$ cat src/rtl/program_loader.sv
// program_loader
// Boot-time loader that receives a framed 16-bit word stream and writes the
// program into instruction memory through the fetch-module write port. The
// processor is held in reset until the frame checksum verifies. The fetch
// memory reset is pulsed once at the start of every load.
//
// Frame: header N, then N data words, then checksum C (with in_last=1).
// C must equal the 16-bit wrapping sum of the data words.
//
// Ports:
//   clk             system clock, rising edge
//   reset           asynchronous active-low reset
//   start           one-cycle load request (honoured in IDLE, DONE, ERR)
//   in_data/in_valid/in_ready/in_last   stream input, transfer = valid & ready
//   write_enable_fm/write_data_fm/write_addr_fm   instruction-memory write port
//   rst_fm          fetch-module reset pulse
//   cpu_hold        high = keep the processor in reset
//   busy            high while a load is in progress
//   done / error    outcome of the last load
//   word_count      data words written in the current or last load
module program_loader #(
  parameter logic [31:0] BASE_ADDR = 32'd0,
  parameter int          MAX_WORDS = 1024
) (
  input  logic        clk,
  input  logic        reset,
  input  logic        start,
  input  logic [15:0] in_data,
  input  logic        in_valid,
  output logic        in_ready,
  input  logic        in_last,
  output logic        write_enable_fm,
  output logic [15:0] write_data_fm,
  output logic [31:0] write_addr_fm,
  output logic        rst_fm,
  output logic        cpu_hold,
  output logic        busy,
  output logic        done,
  output logic        error,
  output logic [15:0] word_count
);

  typedef enum logic [2:0] {
    S_IDLE, S_CLR, S_HDR, S_DATA, S_CHK, S_DONE, S_ERR
  } state_t;

  localparam logic [16:0] MAX_LEN = 17'(MAX_WORDS);

  state_t      state, state_next;
  logic [15:0] length, length_next;
  logic [15:0] sum, sum_next;
  logic [15:0] word_count_next;
  logic [15:0] write_data_next;
  logic [31:0] write_addr_next;
  logic        write_enable_next;
  logic        in_ready_next, rst_fm_next, cpu_hold_next, busy_next;
  logic        done_next, error_next;
  logic        xfer;

  // in_ready is a register reflecting the current state, so a transfer is
  // simply valid & ready sampled at the clock edge.
  assign xfer = in_valid & in_ready;

  // State and output registers.
  always_ff @(posedge clk or negedge reset) begin
    if (!reset) begin
      state           <= S_IDLE;
      length          <= '0;
      sum             <= '0;
      word_count      <= '0;
      write_enable_fm <= 1'b0;
      write_data_fm   <= '0;
      write_addr_fm   <= '0;
      in_ready        <= 1'b0;
      rst_fm          <= 1'b0;
      cpu_hold        <= 1'b1;
      busy            <= 1'b0;
      done            <= 1'b0;
      error           <= 1'b0;
    end else begin
      state           <= state_next;
      length          <= length_next;
      sum             <= sum_next;
      word_count      <= word_count_next;
      write_enable_fm <= write_enable_next;
      write_data_fm   <= write_data_next;
      write_addr_fm   <= write_addr_next;
      in_ready        <= in_ready_next;
      rst_fm          <= rst_fm_next;
      cpu_hold        <= cpu_hold_next;
      busy            <= busy_next;
      done            <= done_next;
      error           <= error_next;
    end
  end

  // Next-state logic.
  always_comb begin
    state_next = state;
    case (state)
      S_IDLE: if (start) state_next = S_CLR;
      S_CLR:  state_next = S_HDR;
      S_HDR: begin
        if (xfer) begin
          if (({1'b0, in_data} > MAX_LEN) || in_last) state_next = S_ERR;
          else if (in_data == 16'd0)                  state_next = S_CHK;
          else                                        state_next = S_DATA;
        end
      end
      S_DATA: begin
        if (xfer) begin
          if (in_last)                               state_next = S_ERR;
          else if (word_count + 16'd1 == length)     state_next = S_CHK;
        end
      end
      S_CHK: begin
        if (xfer) begin
          if (!in_last || in_data != sum) state_next = S_ERR;
          else                            state_next = S_DONE;
        end
      end
      S_DONE:  if (start) state_next = S_CLR;
      S_ERR:   if (start) state_next = S_CLR;
      default: state_next = S_IDLE;
    endcase
  end

  // Output / datapath next values. Status outputs are decoded from the
  // upcoming state so that the registered versions line up with the state.
  always_comb begin
    length_next       = length;
    sum_next          = sum;
    word_count_next   = word_count;
    write_data_next   = write_data_fm;
    write_addr_next   = write_addr_fm;
    write_enable_next = 1'b0;
    case (state)
      S_CLR: begin
        sum_next        = '0;
        word_count_next = '0;
      end
      S_HDR: if (xfer) length_next = in_data;
      S_DATA: begin
        // A data word flagged as last is a framing error and is not written.
        if (xfer && !in_last) begin
          write_enable_next = 1'b1;
          write_data_next   = in_data;
          write_addr_next   = BASE_ADDR + {16'd0, word_count};
          word_count_next   = word_count + 16'd1;
          sum_next          = sum + in_data;
        end
      end
      default: ;
    endcase
    in_ready_next = (state_next == S_HDR) || (state_next == S_DATA) ||
                    (state_next == S_CHK);
    busy_next     = in_ready_next || (state_next == S_CLR);
    rst_fm_next   = (state_next == S_CLR);
    cpu_hold_next = (state_next != S_DONE);
    done_next     = (state_next == S_DONE);
    error_next    = (state_next == S_ERR);
  end

endmodule

$ cat config.mk
export PLATFORM = sky130hd
export DESIGN_NAME = program_loader
export DESIGN_NICKNAME = d
export VERILOG_FILES = /design/src/rtl/program_loader.sv
export SDC_FILE = /design/constraint.sdc
export NUM_CORES = 1
export LEC_CHECK = 0
export BUFFER_PORTS_ARGS = -buffer_cell sky130_fd_sc_hd__clkbuf_2
export CORE_AREA = 2 2 98 109
export CTS_BUF_LIST = sky130_fd_sc_hd__clkbuf_4
export CTS_CLUSTER_SIZE = 14
export DETAILED_ROUTE_END_ITERATION = 6
export DIE_AREA = 0 0 100 111
export GPL_TIMING_DRIVEN = 0
export MAX_ROUTING_LAYER = met4
export PLACE_DENSITY_LB_ADDON = 0.25
export SLEW_MARGIN = 20
export SYNTH_ARGS = -nofsm -noshare
export SYNTH_HDL_FRONTEND = slang
export SYNTH_SLANG_ARGS = --single-unit
$ cat constraint.sdc
create_clock -name clk -period 2.72 [get_ports clk]
set_clock_uncertainty 0.1 [all_clocks]
set_input_delay 0.544 -clock clk [delete_from_list [all_inputs] [get_ports clk]]
set_output_delay 0.544 -clock clk [all_outputs]
set_load 0.005 [all_outputs]
==> reports/qor.yml <==
synthMuxAreaShare: 0.0395
synth_cell_types: 61
dpl.cell_count: 776
rows: 39
synthXorXnorAreaFrac: 0.0605
startpoint_type: "register"
setup.worst_path.end_class: "register"
postLayoutCellArea_mm2: 0.00628
criticalPathCategory: "reg2reg"
die_h_um: 111
antenna_found_initial: 1
status: "complete, but fails checks"
root_buffer: "clkbuf_4"
grt_max_degree: 91
setup_viol: 1
fin_crit_sh: 1.00
max_stage_delay_ns: 0.42
gp_congestion: 0.910
tns_ns: -0.0121
clock_path_buffers: 2
ant_nets: 0
rsz0062_at_grt: "true"
ys_async_sr_fraction: 1.00
grt_pass1_wl_um: 21900
power_density_mw_per_mm2: 838
relSlewSlack: 0.504
multi_input_area_mm2: 0.00278
violations: "negative setup slack"
crit_buf_inv: 2
rr_worst_depth: 10
final_cells: 816
nets: 725
clkLatencyLatePin_ns: 0.46
yosys.area_share.simple: 0.202
hp-class: "in2async"
synth_top_family_by_area: "simple AND/OR/NAND/NOR gates"
drive_above_1_share: 0.288
synth.cell_area_mm2: 0.00507
cts.clk_slew.worst_paths_ns: 0.15
reg2reg_to: "busy$_DFF_PN0_"
fp.dieArea_mm2: 0.0111
worst_pin_slew_ns: 0.739
syn_avg_cell_area_um2: 9.01
seqCellArea_mm2: 0.00226
r2r_start: "word_count[4]$_DFFE_PN0P_"
power.total_mw: 5.26
fillers: 902
grt-ovfl-total: 0
cts_tree: "done"
portBuffers: 75
wl_per_cell_um: 16.9
cts_max_level: 3
hold_viol: 0
min_period_ns: 2.73
synth_compound_area_frac: 0.152
place_area_mm2: 0.00567
crit_family: "compound AO/OA/AOI/OAI gates"
hold_ws_ns: 0.0194
max_freq_ghz: 0.366
power_leakage_nw: 3.09
path_cells: "buf_6, nand2_4, or3_1, a2111o_1, a2111oi_4, nand4_4, o31ai_4, buf_4, a21o_1, o21ai_1"
pin_count: 92
crit_required_ns: 2.97
yosys_warnings: 0
vdd_drop_max_uv: 446
grt_use_total: 0.255
vias: 4668
numCtsBuffers: 9
drtIter0Drc: 217
grt_pass1_vias: 4495
start_util: 0.500
critPathSlowestCell: "a2111o_1"
fp.dieW_um: 100
synth_fa_ha_area_frac: 0.0454
core_mm2: 0.0101
drtPass1Iterations: 5
arrival_ns: 2.98
cts.sinks: 90
post-dp-hpwl_um: 9320
synth-edff-count: 0
wirelength_um: 13800
drv_cap: 0
fin_ws_ns: -0.0121
viasPerCell: 5.72
slew_viol_final: 0
syn_inst: 563
area_delta_synth_final_pct: 23.9
synth-seq-cells: 90
synthFlopType: "dfrtp_1"
crit_fanout: 7
ys_seq_area_frac: 0.444
rrSetupSlack_ns: -0.01
drcViolationCount: 0
[layer usage]
metal	vias to the layer above	share of wire	routed length [um]	global-route usage
met2	206	0.50	6940	0.424
met3	42	0.059	808	0.0422
li1	2176	-	-	-
met5	-	0	0	-
met4	0	0.025	345	0.0986
met1	2244	0.41	5680	0.311
[state kept, by name (all words and copies together), names as in the netlist, 3 cells and up]
| register | flops |
|---|---|
| write_data_fm | 16 |
| write_addr_fm | 16 |
| word_count | 16 |
| state | 3 |
| sum | 16 |
| length | 16 |
[repair_timing]
| action | in CTS | in global routing |
|---|---|---|
| pin swaps | 11 | 8 |
| setup buffers | 19 | 11 |
| hold buffers | 0 | 0 |
| hold endpoints to repair | 0 | 0 |
| endpoints found under the setup margin | 50 | 46 |
| gates resized for setup | 32 | 28 |
[report_power, final]
part	internal [mW]	switching (mW)	total, mW
Combinational	1.05	1.26	2.31
Sequential	1.74	0.275	2.02
Clock	0.470	0.465	0.935
[how the worst max path moves through the flow]
stage / from / endpoint / slack, ns / cells past startpoint
after floorplan: in_data[1] / sum[15]$_DFFE_PN0P_ / 0.03 / 9
after global placement: in_data[1] / sum[15]$_DFFE_PN0P_ / -0.41 / 10
after detailed placement: in_data[1] / sum[15]$_DFFE_PN0P_ / -0.47 / 10
after CTS: word_count[2]$_DFFE_PN0P_ / busy$_DFF_PN0_ / -0.08 / 9
after global routing: word_count[2]$_DFFE_PN0P_ / busy$_DFF_PN0_ / -0.10 / 10
final: word_count[4]$_DFFE_PN0P_ / busy$_DFF_PN0_ / -0.01 / 10
[logic make-up (layout without fill, tap and decap cells)]
| group | Yosys count | count (layout) |
|---|---|---|
| multiplexers | 18 | 18 |
| adder cells (fa/ha/maj) | 18 | 18 |
| XOR/XNOR | 35 | 35 |
| flip-flops | 90 | 90 |
| other | 1 | 17 |
| AO/OA/AOI/OAI | 119 | 119 |
| buffers and inverters | 56 | 170 |
| AND/OR/NAND/NOR | 226 | 226 |
[Yosys cell counts, types with 3 or more instances]
cell,instances,share of area
a22o_1,4,0.0069
nor2b_1,3,0.0037
dfrtp_1,89,0.44
and2_1,3,0.0037
inv_1,10,0.0074
clkbuf_1,24,0.018
or3_1,5,0.0062
o21ai_0,49,0.048
ha_1,16,0.039
xor2_1,11,0.019
nand2_1,136,0.10
a2111oi_0,3,0.0052
a31oi_1,4,0.0049
o31ai_1,5,0.0074
nand4_1,8,0.0099
nand3_1,13,0.013
nor2_1,27,0.020
nor4_1,8,0.0099
buf_4,17,0.025
xnor2_1,24,0.041
a21oi_1,19,0.019
a21o_1,10,0.015
mux2_2,16,0.036
nor3_1,4,0.0039
o21ai_1,3,0.0030
buf_2,4,0.0039
o211ai_1,3,0.0044
[final cells by class]
class / count / share of cell area
multi-input combinational: 432 / 0.443
sequential: 90 / 0.360
timing repair buffer: 105 / 0.0988
buffer: 39 / 0.0379
tap: 123 / 0.0245
clock inverter: 6 / 0.0167
clock buffer: 10 / 0.0120
inverter: 10 / 0.00658
antenna: 1 / 0.000398
[stage by stage]
step	util	setup WS [ns]
6_report	0.619	-0.0121
3_5_place_dp	0.558	-0.472
2_1_floorplan	-	0.0277
3_3_place_gp	0.557	-0.410
5_1_grt	0.619	-0.102
4_1_cts	0.599	-0.0786
[layout by cell type (no fill, tap or decap), types with 3 or more instances in the layout]
cell type and count:
a21oi_1 18, buf_6 6, ha_1 15, a2111oi_4 3, clkbuf_2 77, nand2_1 133, dfrtp_1 83, a22o_1 4
nor3_1 3, dfrtp_2 6, nand4_1 8, clkbuf_4 11, buf_4 43, inv_1 9, nor4_1 7, a21o_1 10
xnor2_1 23, o31ai_1 4, xor2_1 11, o211ai_1 3, or3_1 5, nor2_1 26, nor2b_1 3, mux2_2 16
clkbuf_1 15, a31oi_1 4, nand3_1 13, bufinv_16 3, o21ai_0 46, o21ai_1 5, conb_1 16
Power figures use the tool's default switching activity.
